<file path="config.mk">
export PLATFORM = sky130hd
export DESIGN_NAME = td4_sequencer_flat
export DESIGN_NICKNAME = d
export VERILOG_FILES = /design/src/rtl/td4_pkg.sv /design/src/rtl/td4_sequencer_if.sv /design/src/rtl/td4_decode.sv /design/src/rtl/td4_sequencer.sv /design/src/flat_wrapper.sv
export SDC_FILE = /design/constraint.sdc
export NUM_CORES = 1
export LEC_CHECK = 0
export BUFFER_PORTS_ARGS = -buffer_cell sky130_fd_sc_hd__buf_2
export CAP_MARGIN = 30
export CORE_ASPECT_RATIO = 1.25
export CORE_MARGIN = 2
export CORE_UTILIZATION = 45
export DETAILED_ROUTE_END_ITERATION = 6
export GPL_TIMING_DRIVEN = 0
export PLACE_DENSITY = 0.79
export SYNTH_ARGS = -nofsm -noshare
export SYNTH_HDL_FRONTEND = slang
export SYNTH_HIERARCHICAL = 1
export SYNTH_SLANG_ARGS = --single-unit
</file>
<file path="constraint.sdc">
create_clock -name CLK -period 3.2 [get_ports CLK]
set_clock_uncertainty 0.05 [all_clocks]
set_input_delay 0 -clock CLK [delete_from_list [all_inputs] [get_ports CLK]]
set_output_delay 0 -clock CLK [all_outputs]
set_load 0.03 [all_outputs]
</file>
<file path="src/rtl/td4_pkg.sv">
// td4_pkg: shared definitions for the TD4 4-bit CPU sequencer.
//   - opcode constants of the TD4 instruction set
//   - adder source select, load destination and FSM state encodings
package td4_pkg;

    localparam logic [3:0] OP_ADD_A  = 4'b0000;  // ADD A,Im
    localparam logic [3:0] OP_MOV_AB = 4'b0001;  // MOV A,B
    localparam logic [3:0] OP_IN_A   = 4'b0010;  // IN  A
    localparam logic [3:0] OP_MOV_AI = 4'b0011;  // MOV A,Im
    localparam logic [3:0] OP_MOV_BA = 4'b0100;  // MOV B,A
    localparam logic [3:0] OP_ADD_B  = 4'b0101;  // ADD B,Im
    localparam logic [3:0] OP_IN_B   = 4'b0110;  // IN  B
    localparam logic [3:0] OP_MOV_BI = 4'b0111;  // MOV B,Im
    localparam logic [3:0] OP_OUT_B  = 4'b1001;  // OUT B
    localparam logic [3:0] OP_OUT_I  = 4'b1011;  // OUT Im
    localparam logic [3:0] OP_JNC    = 4'b1110;  // JNC Im
    localparam logic [3:0] OP_JMP    = 4'b1111;  // JMP Im

    typedef enum logic [1:0] {
        SRC_A    = 2'd0,
        SRC_B    = 2'd1,
        SRC_IN   = 2'd2,
        SRC_ZERO = 2'd3
    } src_t;

    typedef enum logic [1:0] {
        DST_NONE = 2'd0,
        DST_A    = 2'd1,
        DST_B    = 2'd2,
        DST_OUT  = 2'd3
    } dst_t;

    typedef enum logic {
        ST_FETCH = 1'b0,
        ST_EXEC  = 1'b1
    } state_t;

endpackage

</file>
<file path="src/rtl/td4_sequencer_if.sv">
// td4_sequencer_if: register load bus between the sequencer and the
// A, B and output-port registers.
//   Im       : adder result, D input of every register
//   LOAD_A/B : load strobes for the A and B registers
//   LOAD_OUT : load strobe for the output-port register
//   A, B     : current register contents fed back to the adder
// master = sequencer side, slave = register side.
interface td4_sequencer_if #(
    parameter int DW = 4
);
    logic [DW-1:0] Im;
    logic          LOAD_A;
    logic          LOAD_B;
    logic          LOAD_OUT;
    logic [DW-1:0] A;
    logic [DW-1:0] B;

    modport master (
        output Im, LOAD_A, LOAD_B, LOAD_OUT,
        input  A, B
    );

    modport slave (
        input  Im, LOAD_A, LOAD_B, LOAD_OUT,
        output A, B
    );
endinterface

</file>
<file path="src/rtl/td4_decode.sv">
// td4_decode: combinational TD4 opcode decoder.
//   opcode : instruction bits [7:4]
//   src    : adder source select
//   dst    : register receiving the adder result
//   is_jmp : unconditional jump
//   is_jnc : jump if carry clear
// Undefined opcodes decode as NOP (zero source, no load, no jump).
module td4_decode
    import td4_pkg::*;
(
    input  logic [3:0] opcode,
    output src_t       src,
    output dst_t       dst,
    output logic       is_jmp,
    output logic       is_jnc
);

    // Opcode to source/destination/jump decode.
    always_comb begin
        src    = SRC_ZERO;
        dst    = DST_NONE;
        is_jmp = 1'b0;
        is_jnc = 1'b0;
        case (opcode)
            OP_ADD_A:  begin src = SRC_A;    dst = DST_A;   end
            OP_MOV_AB: begin src = SRC_B;    dst = DST_A;   end
            OP_IN_A:   begin src = SRC_IN;   dst = DST_A;   end
            OP_MOV_AI: begin src = SRC_ZERO; dst = DST_A;   end
            OP_MOV_BA: begin src = SRC_A;    dst = DST_B;   end
            OP_ADD_B:  begin src = SRC_B;    dst = DST_B;   end
            OP_IN_B:   begin src = SRC_IN;   dst = DST_B;   end
            OP_MOV_BI: begin src = SRC_ZERO; dst = DST_B;   end
            OP_OUT_B:  begin src = SRC_B;    dst = DST_OUT; end
            OP_OUT_I:  begin src = SRC_ZERO; dst = DST_OUT; end
            OP_JNC:    begin is_jnc = 1'b1; end
            OP_JMP:    begin is_jmp = 1'b1; end
            default:   begin src = SRC_ZERO; dst = DST_NONE; end
        endcase
    end

endmodule

</file>
<file path="src/rtl/td4_sequencer.sv">
// td4_sequencer: two-cycle (FETCH, EXEC) fetch/decode/execute controller
// of the TD4 4-bit CPU. Owns PC and the carry flag and drives the register
// load bus.
//   CLK      : clock, rising edge
//   CLR      : asynchronous active-low reset
//   EN       : run enable; 0 freezes state/PC/C and blocks all loads
//   rom_addr : instruction address (= PC)
//   rom_data : synchronous ROM word, valid one cycle after rom_addr
//   IN       : input port
//   C        : carry flag
//   halted   : sticky, set when the program jumps to itself
//   bus      : register load bus (Im, LOAD_A/B/OUT out; A, B in)
module td4_sequencer
    import td4_pkg::*;
#(
    parameter int             DW     = 4,
    parameter int             IW     = 8,
    parameter logic [DW-1:0]  PC_RST = 4'h0
) (
    input  logic            CLK,
    input  logic            CLR,
    input  logic            EN,
    output logic [DW-1:0]   rom_addr,
    input  logic [IW-1:0]   rom_data,
    input  logic [DW-1:0]   IN,
    output logic            C,
    output logic            halted,
    td4_sequencer_if.master bus
);

    state_t        state_r;
    state_t        state_nxt_s;
    logic [DW-1:0] pc_r;
    logic          c_r;
    logic          halted_r;

    logic          exec_s;
    logic          fire_s;
    logic [IW-1:0] word_s;
    logic [3:0]    opcode_s;
    logic [DW-1:0] imm_s;
    src_t          src_s;
    dst_t          dst_s;
    logic          is_jmp_s;
    logic          is_jnc_s;
    logic [DW-1:0] src_val_s;
    logic [DW:0]   sum_s;
    logic          jump_s;
    logic [DW-1:0] pc_nxt_s;
    logic          halt_set_s;

    assign exec_s = (state_r == ST_EXEC);
    // The ROM word is only meaningful in EXEC; masking it in FETCH keeps
    // an undefined ROM output from reaching Im or the strobes.
    assign word_s   = exec_s ? rom_data : {IW{1'b0}};
    assign opcode_s = word_s[IW-1:IW-4];
    assign imm_s    = word_s[DW-1:0];

    td4_decode u_decode (
        .opcode (opcode_s),
        .src    (src_s),
        .dst    (dst_s),
        .is_jmp (is_jmp_s),
        .is_jnc (is_jnc_s)
    );

    // Adder source multiplexer and 5-bit sum (carry out in the top bit).
    always_comb begin
        src_val_s = {DW{1'b0}};
        case (src_s)
            SRC_A:    src_val_s = bus.A;
            SRC_B:    src_val_s = bus.B;
            SRC_IN:   src_val_s = IN;
            SRC_ZERO: src_val_s = {DW{1'b0}};
            default:  src_val_s = {DW{1'b0}};
        endcase
        sum_s = {1'b0, src_val_s} + {1'b0, imm_s};
    end

    // Next PC and self-jump detection; JNC looks at the flag before this edge.
    always_comb begin
        jump_s     = is_jmp_s | (is_jnc_s & ~c_r);
        halt_set_s = 1'b0;
        if (jump_s) begin
            pc_nxt_s   = imm_s;
            halt_set_s = (imm_s == pc_r);
        end else begin
            pc_nxt_s   = pc_r + DW'(1);
        end
    end

    // FSM next state: FETCH and EXEC simply alternate.
    always_comb begin
        state_nxt_s = state_r;
        case (state_r)
            ST_FETCH: state_nxt_s = ST_EXEC;
            ST_EXEC:  state_nxt_s = ST_FETCH;
            default:  state_nxt_s = ST_FETCH;
        endcase
    end

    // Register bus drive: result and strobes only in EXEC, strobes only while running.
    always_comb begin
        fire_s       = exec_s & EN & CLR;
        bus.LOAD_A   = 1'b0;
        bus.LOAD_B   = 1'b0;
        bus.LOAD_OUT = 1'b0;
        if (exec_s && CLR) begin
            bus.Im = sum_s[DW-1:0];
        end else begin
            bus.Im = {DW{1'b0}};
        end
        if (fire_s) begin
            bus.LOAD_A   = (dst_s == DST_A);
            bus.LOAD_B   = (dst_s == DST_B);
            bus.LOAD_OUT = (dst_s == DST_OUT);
        end else begin
            bus.LOAD_A   = 1'b0;
            bus.LOAD_B   = 1'b0;
            bus.LOAD_OUT = 1'b0;
        end
    end

    // State, PC, carry and halted registers; only an enabled EXEC edge commits.
    always_ff @(posedge CLK or negedge CLR) begin
        if (!CLR) begin
            state_r  <= ST_FETCH;
            pc_r     <= PC_RST;
            c_r      <= 1'b0;
            halted_r <= 1'b0;
        end else if (EN) begin
            state_r <= state_nxt_s;
            if (exec_s) begin
                pc_r     <= pc_nxt_s;
                c_r      <= sum_s[DW];
                halted_r <= halted_r | halt_set_s;
            end
        end
    end

    assign rom_addr = pc_r;
    assign C        = c_r;
    assign halted   = halted_r;

endmodule

</file>
<file path="src/flat_wrapper.sv">
// flat-port wrapper written by rule: the top's interface ports become plain ports
module td4_sequencer_flat import td4_pkg::*;
#(
    parameter int             DW     = 4,
    parameter int             IW     = 8,
    parameter logic [DW-1:0]  PC_RST = 4'h0
)
  (CLK, CLR, EN, rom_addr, rom_data, IN, C, halted, bus_Im, bus_LOAD_A, bus_LOAD_B, bus_LOAD_OUT, bus_A, bus_B);
  td4_sequencer_if #(.DW(DW)) bus_i ();
  input  logic CLK;
  input  logic CLR;
  input  logic EN;
  output logic [DW-1:0] rom_addr;
  input  logic [IW-1:0] rom_data;
  input  logic [DW-1:0] IN;
  output logic C;
  output logic halted;
  output wire logic [$bits(bus_i.Im)-1:0] bus_Im;
  output wire logic [$bits(bus_i.LOAD_A)-1:0] bus_LOAD_A;
  output wire logic [$bits(bus_i.LOAD_B)-1:0] bus_LOAD_B;
  output wire logic [$bits(bus_i.LOAD_OUT)-1:0] bus_LOAD_OUT;
  input wire logic [$bits(bus_i.A)-1:0] bus_A;
  input wire logic [$bits(bus_i.B)-1:0] bus_B;
  assign bus_Im = bus_i.Im;
  assign bus_LOAD_A = bus_i.LOAD_A;
  assign bus_LOAD_B = bus_i.LOAD_B;
  assign bus_LOAD_OUT = bus_i.LOAD_OUT;
  assign bus_i.A = bus_A;
  assign bus_i.B = bus_B;
  td4_sequencer #(.DW(DW), .IW(IW), .PC_RST(PC_RST)) u_core (.CLK(CLK), .CLR(CLR), .EN(EN), .rom_addr(rom_addr), .rom_data(rom_data), .IN(IN), .C(C), .halted(halted), .bus(bus_i));
endmodule
</file>
Yosys cells after proc, flatten, opt, wreduce, memory -nomap -nowiden
Cells that the tools add are included. Widths: inputs -> output; s select.

Register bits: 7. Input bits: 23. Output and inout bits: 13. Word-level logic and storage cells: 54.

Add/subtract/negate cells: 2. Equal/unequal tests: 18. Muxes and demuxes: 13. Bitwise operators: 7. Reductions and logical operators: 10.

Operators with widths (number): $eq 4x3->1 const B (4); $eq 4x4->1 const B (4); $pmux 4 s4 (1); $pmux 2 s3 (2); $eq 2x2->1 const B (4); $eq 4x2->1 const B (2); $mux 4 (2); $mux 8 (1); $reduce_or 4->1 (2); $mux 1 (6); $reduce_or 2->1 (3); $add 4x4->5 (1); $add 4x1->4 const B (1); $eq 2x1->1 const B (2); $eq 4x1->1 const B (1); $eq 4x4->1 (1); $logic_not 4->1 (1); $and 1x1->1 (3); $reduce_or 3->1 (1); $logic_not 2->1 (1); $not 1->1 (2); $or 1x1->1 (2); $pmux 1 s2 (1); $reduce_and 2->1 (1); $logic_and 1x1->1 (1).

Longest topological paths before layout
Gate-level depths: netlist (run 1).

Depth in word-level cells: 8. Depth in mapped cells: 13. Gate-level depth less buffers: 11.

By module
Netlist (run 1), hierarchy kept.

By module, submodules not included: td4_sequencer (instances 1, cells each 89, area each 739.5 um^2, seq. area each 175.2 um^2); td4_decode (instances 1, cells each 10, area each 55.1 um^2, seq. area each 0.0 um^2).

Worst setup path after synthesis (run 1)
Ideal clock, no wire load.

Path type: register to output. From: register u_core.state_r (netlist: u_core/exec_s). To: output port bus_Im[3]. Arrival: 2719 ps. Required time: 3150 ps. Slack: 431 ps. Cell stages (with the launch flop): 14. Path buffers: 3. Cell sequence: dfrtp_1 clkbuf_2 buf_2 and2_1 or2_2 buf_2 nor2b_1 nand2_1 o21ai_0 ha_1 a21o_1 a21oi_1 xor2_1 nor2_1.

Word-level cells in the longest chain between the ends: 8. Elaborated cells between the ends (all ways): 20. Classes of those cells: add/sub (1); eq/ne (9); mux (4); reduce/logical (6).

Ends and longest elaborated chain: start, declared (RTL line td4_sequencer.sv:31) `state_t state_r;`; start signal, assigned (RTL line td4_sequencer.sv:132) `state_r <= state_nxt_s;`; $mux 8 * (RTL line td4_sequencer.sv:55) `assign word_s = exec_s ? rom_data : {IW{1'b0}};`; via u_core.word_s[7] (RTL line td4_sequencer.sv:39) `logic [IW-1:0] word_s;`; $eq 4x4->1 (tied with other cells) (RTL line td4_decode.sv:24) `case (opcode)`; $reduce_or 3->1 (no source line) or $reduce_or 2->1 (tied branches); $pmux 2 s3 * (RTL line td4_decode.sv:24); via u_core.src_s[0] (RTL line td4_sequencer.sv:42) `src_t src_s;`; $eq 2x2->1 (tied with other cells) (RTL line td4_sequencer.sv:70) `case (src_s)`; $pmux 4 s4 * (RTL line td4_sequencer.sv:70); $add 4x4->5 * (RTL line td4_sequencer.sv:77) `sum_s = {1'b0, src_val_s} + {1'b0, imm_s};`; $mux 4 * (RTL line td4_sequencer.sv:108) `if (exec_s && CLR) begin`; end, declared (RTL line flat_wrapper.sv:18) `output wire logic [$bits(bus_i.Im)-1:0] bus_Im;`.

The timed path passes the listed nets; every way through them passes the cells marked *.

Worst setup path after layout (run 1)
Ends and elaborated chain as after synthesis.

==> run summary, run 1 <==
The tools report the count of yosys warnings during synthesis as 6. Clock tree synthesis inserted a total of 3 buffers. STA puts the critical path data required time at 3.15 ns. After layout, the worst path uses 93.7% of the clock period. In the final routing, the length of wire on met1 measures 794 um. Entering global routing, the biggest net connects 12 pins. For the global placer's final weighted congestion, the log shows 0.752. The floorplan die height was 51.0 um. The library cell used most frequently in the layout, excluding fill and tap cells, is sky130_fd_sc_hd__buf_2. For the worst setup path, the data arrival time is 2.95 ns.

For this run, the leading register cell type out of synthesis is sky130_fd_sc_hd__dfrtp_1. The initial antenna violation count is 0, and the worst-case headroom to the max-slew limit is 80.1%. Summed over all cells, the static leakage comes to 0.576 nW. In this run, the number of DRC markers left after iteration 0 of detailed routing was 7. The total congestion overflow after global routing is 0. The most used cell along the critical path was sky130_fd_sc_hd__buf_2. The root buffer cell chosen for the clock tree is sky130_fd_sc_hd__clkbuf_4.

The largest incremental delay on the critical path was 0.36 ns. The endpoint class of the critical path is a primary output. Counting flops with a built-in enable in the synthesized netlist gives 0. The number of iterations in the first detailed-routing pass came out at 4. Average wire per standard cell: 11.7 um. The top fanout value on the critical path is 10. The kind of start point of the critical path was a flop. Walking the worst path, the cells encountered are clkbuf_2, buf_2, and2_1, or2_2, buf_2, nor2b_2, nand2_1, o21ai_2, ha_1, a21o_1, a21oi_1, xor2_1, nor2_1, buf_2. The routed design uses 117 um of met3 wire. The DRC violations left was 0.

Final number of max-transition violations: 0. The run gives 36 as the I/O pin count. Once detail routing completed, the nets flagged for antenna violations numbered 0. The global-route wire length before repair came out at 3.11 mm. The logs give 99 for the number of cells produced by synthesis and 18.0% for the overall fraction of global-route tracks in use. The logs give 1 for the deepest level of the CTS H-tree and 1.87 mm for the total wire length. The power density relative to cell area was 835 nW/um2; the detailed-route vias per instance was 5.24.

The run gives 334 MHz as the upper clock frequency limit. In the final design database the tool counted 171 nets. The placed wire-length estimate after detailed placement was 1.50 mm. Routed signal wires occupy layers up through met3.

The number of global-route vias before repair is 811, and the total negative slack is 0 ns. The flow ran to the end, and the final reports show no timing, DRC or antenna violations. The netlist uses 31 different library cells. The final hold violation count is 0, and the clock transition time at the flip-flop clock pins of the worst setup and hold paths is 0.06 ns. For this design, the sink count on the clock tree is 7. At the pin with the least slew margin, the transition time is 0.297 ns. The core region is 1720 um2. For this configuration, the core starts out at a cell density of 46.1%.

The die covers 2120 um2. The smallest clock period supported by the final layout is computed as 3.00 ns. The critical setup path kind is flop to primary output. The detailed route wirelength on metal2 is 954 um, and the total setup buffers inserted after CTS is 0. The detailed router placed 839 vias in this run. The placed instances occupy a cell area of 993 um2. The total of buffers placed on input and output ports is 35, and the antenna diode instance count is 0. In this run the worst hold path is classified as primary input to flop. The slowest stage of the critical path is the sky130_fd_sc_hd__dfrtp_1 cell.

IR analysis of the VDD net gives a maximum drop of 0.491 mV. Sequential cells were found to cover 22.0% of the synthesized design area. Setup violations remaining at the end of the flow were counted as 0. No sink is reached through more buffers than the 2 on the longest clock path. A synthesized cell averages 8.03 um2. Measured along the x axis, the die boundary spans 41.6 um.

The register bit total from synthesis was 7. The synthesis-to-finish area growth is 33.1%. Row generation in the floorplan step produced 17 rows.

Summing every instance area after synthesis gives 795 um2. The number of max-cap violations was 0; the share of flip-flops with an asynchronous set or reset was 100%. Setup repair after global routing left no endpoint under its margin.

For the final instance area, the log shows 1060 um2. TritonCTS built the clock tree. In the layout the commonest cells are sky130_fd_sc_hd__buf_2 (38), sky130_fd_sc_hd__nand2_1 (13), sky130_fd_sc_hd__nor2_1 (9). When the netlist entered floorplanning its net count stood at 128. Clock latency on the worst-skew pair, taken at its later pin, is 0.25 ns. Of the cells placed in the final design, the portion with a size suffix greater than 1 is 36.9%.
[logic make-up after synthesis]
group / Yosys count / share of synthesized area [%]
simple gates: 43 / 26.9
mux: 8 / 11.3
fa+ha+maj: 6 / 10.4
xor+xnor: 6 / 6.61
flops: 7 / 22.0
buf+inv: 8 / 4.41
compound gates: 21 / 18.3
[through the flow]
step / instances / worst slack, ns / utilization, % / total power, mW / hold slack (ns)
2_1_floorplan: 99 / 0.431 / - / 0.649 / -0.346
3_3_place_gp: 153 / 0.362 / 57.7 / 0.770 / -0.186
3_5_place_dp: 153 / 0.292 / 57.7 / 0.795 / -0.182
4_1_cts: 160 / 0.0452 / 61.0 / 0.882 / 0.0588
5_1_grt: 160 / 0.000509 / 61.4 / 0.960 / 0.0606
6_report: 160 / 0.202 / 61.4 / 0.882 / 0.0689
[sequential cells by signal, summed over array words and instances (netlist names)]
name             flops
u_core/rom_addr      4
u_core/exec_s        1
u_core/C             1
u_core/halted        1
[power by group]
group          total [mW]  switching [mW]  internal (mW)
Clock              0.0801          0.0344         0.0457
Sequential          0.181          0.0521          0.129
Combinational       0.622           0.369          0.252
[routing by layer]
metal	GRT usage (%)	vias to the layer above
met3	2.12	0
met2	36.2	28
met4	4.84	0
li1	-	432
met5	0	-
met1	19.3	379
[final timing paths]
kind                                      startpoint                              to  slack (ns)  cells past startpoint
setup / recovery           u_core/exec_s$_DFFE_PN0P_                       bus_Im[3]        0.20                     14
hold / removal                           rom_data[3]  u_core/rom_addr[3]$_DFFE_PN0P_        0.07                      3
setup reg to reg           u_core/exec_s$_DFFE_PN0P_            u_core/C$_DFFE_PN0P_        0.28                     13
hold reg to reg            u_core/halted$_DFFE_PN0P_       u_core/halted$_DFFE_PN0P_        0.47                      1
max in group asynchronous                        CLR  u_core/rom_addr[2]$_DFFE_PN0P_        2.81                      2
min in group asynchronous                        CLR  u_core/rom_addr[3]$_DFFE_PN0P_        0.09                      2
[critical path: cells and delay by family (launching register included)]
family                   cells  cell delay [ns]
AND/OR/NAND/NOR              5             0.82
flip-flops                   1             0.36
buffers and inverters        4             0.70
XOR/XNOR                     1             0.15
AO/OA/AOI/OAI                3             0.41
adder cells (fa/ha/maj)      1             0.26
[cell type report]
| class | instances | area, um2 |
|---|---|---|
| plain buffers | 4 | 20.0 |
| clock buffers | 3 | 22.5 |
| clock inverters | 1 | 5.00 |
| fillers | 171 | 666 |
| inverters | 4 | 15.0 |
| multi-input cells | 84 | 591 |
| flip-flops and latches | 7 | 175 |
| well taps | 19 | 23.8 |
| repair buffers | 38 | 205 |
[Yosys cell counts (2+ instances only)]
cell type / number / area (um2)
sky130_fd_sc_hd__a21o_1: 3 / 22.5
sky130_fd_sc_hd__nand4_1: 2 / 12.5
sky130_fd_sc_hd__mux2i_1: 6 / 60.1
sky130_fd_sc_hd__nand2_1: 13 / 48.8
sky130_fd_sc_hd__xor2_1: 2 / 17.5
sky130_fd_sc_hd__inv_1: 3 / 11.3
sky130_fd_sc_hd__nand3_1: 3 / 15.0
sky130_fd_sc_hd__xnor2_1: 4 / 35.0
sky130_fd_sc_hd__dfrtp_1: 7 / 175
sky130_fd_sc_hd__buf_2: 3 / 15.0
sky130_fd_sc_hd__o21ai_0: 6 / 30.0
sky130_fd_sc_hd__a21oi_1: 5 / 25.0
sky130_fd_sc_hd__and2_1: 7 / 43.8
sky130_fd_sc_hd__o211ai_1: 2 / 15.0
sky130_fd_sc_hd__ha_1: 5 / 62.6
sky130_fd_sc_hd__nor2_1: 9 / 33.8
sky130_fd_sc_hd__mux2_4: 2 / 30.0
sky130_fd_sc_hd__and3_1: 4 / 25.0
[repair_timing]
action	4_1_cts	5_1_grt
resized for setup	0	3
hold buffers	3	0
endpoints found under the hold margin	9	0
endpoints found under the setup margin	0	2
(Power assumes the default switching activity.)
==> run 2, diff against run 1 <==
Settings changed: CORE_UTILIZATION 45 to 41, PLACE_DENSITY 0.79 to 0.76, SLEW_MARGIN set to 10.
Clock period 3.2 ns to 2.4 ns, I/O delays scaled along.
==> run summary, run 2 (same netlist as run 1, synthesis figures left out) <==
Number of buffers added by the clock tree synthesis step: 3 (unchanged). Crit path cell chain: and2_4, or2_4, mux2i_4, o21ai_4, ha_4, a21o_1, a21oi_2, xor2_2, nor2_4, buf_6 (was clkbuf_2, buf_2, and2_1, or2_2, buf_2, nor2b_2, nand2_1, o21ai_2, ha_1, a21o_1, a21oi_1, xor2_1, nor2_1, buf_2). The clock transition time at the flip-flop clock pins of the worst setup and hold paths was 0.06 ns (about the same); the largest incremental delay on the critical path was 0.43 ns (was 0.36 ns).

For the number of max-cap violations, the log shows 0 (unchanged). Setup repair after global routing could not meet its margin everywhere. The total of buffers placed on input and output ports is 35 (unchanged), and the average wire per standard cell is 13.1 um (was 11.7 um). The run finished, with violations left.

The total negative slack came out at -0.306 ns (was 0 ns). Dividing the final minimum period by the clock period gives 106%. The final number of max-transition violations was 0 (unchanged). The class of the tightest hold or removal check was primary input to flop (unchanged). The logs give 2.35 ns (was 3.15 ns) for the required arrival time at the worst endpoint and 3.48 mm (was 3.11 mm) for the global-route wire length before repair. The destination of the critical timing path was bus_Im[3] (unchanged). The tools report the largest voltage drop on the vdd net as 0.789 mV (was 0.491 mV). For the final-stage net count, the log shows 178 (was 171). The tools report the buffer cell driving the clock tree root as sky130_fd_sc_hd__clkbuf_4 (unchanged). For the instance area at placement, the log shows 1050 um2 (was 993 um2). The detailed-route vias per instance works out to 5.38 (was 5.24). The run gives 0 (unchanged) as the number of nets still failing antenna checks after routing. The worst reg-to-reg path cell count came out at 11 (was 13).

For the clock sink total, the log shows 7 (unchanged). The number of flip-flops under the largest register name is 4 (unchanged), and the initial standard-cell utilization of the core is 44.5% (was 46.1%). The final reports fail on negative setup slack. The tools report the initial antenna violation count as 0 (unchanged). The master of the slowest instance on the critical path is sky130_fd_sc_hd__dfrtp_2 (was sky130_fd_sc_hd__dfrtp_1).

The share of post-route cells with drive strength above 1 is 52.0% (was 36.9%). The top fanout value on the critical path came out at 5 (was 10). Endpoint class of the critical path: a primary output (unchanged). The logs give 8 (was 7) for the number of DRC markers in iteration 0 and 2 (unchanged) for the maximum count of clock buffers along a single path. The commonest non-fill, non-tap cell in the layout is sky130_fd_sc_hd__buf_2 (unchanged). For the total congestion overflow after global routing, the log shows 0 (unchanged). The worst-case headroom to the max-slew limit was 75.8% (was 80.1%). The endpoint of the most critical register-to-register path was u_core/C$_DFFE_PN0P_ (unchanged). The tools report the total wire length as 2.19 mm (was 1.87 mm).

The floorplan die height is 53.2 um (was 51.0 um), and the die width is 43.4 um (was 41.6 um). The upper clock frequency limit was 395 MHz. Total die area: 2310 um2 (was 2120 um2). The kind of start point of the critical path is a flop (unchanged).

The I/O pin count is 36 (unchanged). The tools report the final hold violation count as 0 (unchanged). The row count came out at 17 (unchanged). The tools report the core area as 1790 um2 (was 1720 um2).

The critical setup path kind was flop to primary output (unchanged). The global placer's final weighted congestion is 0.722 (was 0.752), and the overall fraction of global-route tracks in use is 19.9% (was 18.0%). The antenna diode instance count was 0 (unchanged).

Total number of vias: 899 (was 839). The number of iterations in the first detailed-routing pass is 4 (unchanged), and the final instance area is 1250 um2 (was 1060 um2). The flop-to-flop setup slack is 0.03 ns (was 0.28 ns). The number of global-route vias before repair is 841 (was 811). TritonCTS built the clock tree.

The power density relative to cell area came out at 1200 nW/um2 (was 835 nW/um2). Slack of the critical path: -0.134 ns (was 0.202 ns). The run gives 11 (was 12) as the pin count of the biggest net entering global routing. The deepest level of the CTS H-tree is 1 (unchanged). The synthesis-to-finish area growth came out at 56.9% (was 33.1%).

The placed wire-length estimate after detailed placement was 1.58 mm (was 1.50 mm); the worst endpoint data arrival time was 2.48 ns (was 2.95 ns). The clock insertion delay at the later pin of the skew report is 0.26 ns (was 0.25 ns). Post-layout utilization of the core: 69.7% (was 61.4%). The tools report the final number of setup-violating endpoints as 3 (was 0).

Highest-count cells in the layout ignoring fill and taps: sky130_fd_sc_hd__buf_2 (33), sky130_fd_sc_hd__nand2_1 (12), sky130_fd_sc_hd__buf_4 (9) (was sky130_fd_sc_hd__buf_2 (38), sky130_fd_sc_hd__nand2_1 (13), sky130_fd_sc_hd__nor2_1 (9)). For the finished layout, the period the worst path requires is 2.53 ns. The startpoint of the lowest-slack register-to-register path was u_core/exec_s$_DFFE_PN0P_ (unchanged). The transition time at the pin with the least slew margin is 0.361 ns (was 0.297 ns). The DRC violations left was 0 (unchanged); the reported leakage power was 0.630 nW (was 0.576 nW). The startpoint of the worst setup timing path was u_core/exec_s$_DFFE_PN0P_ (unchanged).
[run 2: changes by cell type in the layout (fill, tap and decap cells not counted), moves of 2 or more]
cell / change
sky130_fd_sc_hd__nor2_1: -2
sky130_fd_sc_hd__and2_1: -3
sky130_fd_sc_hd__buf_2: -5
sky130_fd_sc_hd__mux2i_1: -2
sky130_fd_sc_hd__o21ai_1: +2
sky130_fd_sc_hd__and2_4: +3
sky130_fd_sc_hd__buf_6: +4
sky130_fd_sc_hd__o21ai_0: -2
sky130_fd_sc_hd__buf_4: +9
sky130_fd_sc_hd__ha_1: -2
[run 2: through the flow]
| step | worst slack (ns) | hold slack [ns] | std cells | power, mW |
|---|---|---|---|---|
| floorplan | -0.0683 | -0.346 | 99 | 0.973 |
| global route | -0.209 | 0.0558 | 167 | 1.61 |
| global placement | -0.192 | -0.185 | 153 | 1.14 |
| detailed placement | -0.259 | -0.177 | 153 | 1.18 |
| finish | -0.134 | 0.0551 | 167 | 1.50 |
| CTS | -0.111 | 0.0511 | 167 | 1.45 |
[run 2: per-layer routing]
layer,wire length (um),GRT usage (%)
met1,856,21.1
met2,1190,40.0
met3,127,2.05
met4,16,6.06
met5,0,0
[run 2: layout make-up]
class / instances / area (um2)
Timing Repair Buffer: 48 / 303
Sequential cell: 7 / 176
Tap cell: 19 / 23.8
Inverter: 4 / 15.0
Clock inverter: 1 / 5.00
Buffer: 1 / 5.00
Multi-Input combinational cell: 84 / 696
Fill cell: 140 / 541
Clock buffer: 3 / 22.5
[run 2: worst max-delay path, delay by kind of cell (launching register included)]
family	cells	cell delay [ns]
simple gates	3	0.48
fa+ha+maj	1	0.21
compound gates	3	0.52
xor+xnor	1	0.23
flops	1	0.43
mux	1	0.20
buf+inv	1	0.13
[run 2: what timing repair did]
item                                   4_1_cts  5_1_grt
setup buffers                               10        0
gates resized for setup                     16        5
setup endpoints to repair                    5        4
hold buffers                                 3        0
endpoints found under the hold margin        9        0
pin swaps                                   13        8
[run 2: power breakdown]
| part | internal [mW] | switching (mW) |
|---|---|---|
| clock network | 0.0611 | 0.0486 |
| logic | 0.530 | 0.605 |
| registers | 0.173 | 0.0795 |
| total | 0.765 | 0.733 |
[run 2: worst min-delay path by stage]
stage | start | endpoint | slack, ns | depth (start not counted)
detailed placement | CLR | u_core/rom_addr[1]$_DFFE_PN0P_ | -0.18 | 1
global placement | CLR | u_core/rom_addr[1]$_DFFE_PN0P_ | -0.19 | 1
CTS | rom_data[3] | u_core/rom_addr[3]$_DFFE_PN0P_ | 0.05 | 3
finish | rom_data[3] | u_core/rom_addr[3]$_DFFE_PN0P_ | 0.06 | 3
floorplan | CLR | u_core/C$_DFFE_PN0P_ | -0.35 | 0
global route | rom_data[3] | u_core/rom_addr[3]$_DFFE_PN0P_ | 0.06 | 3
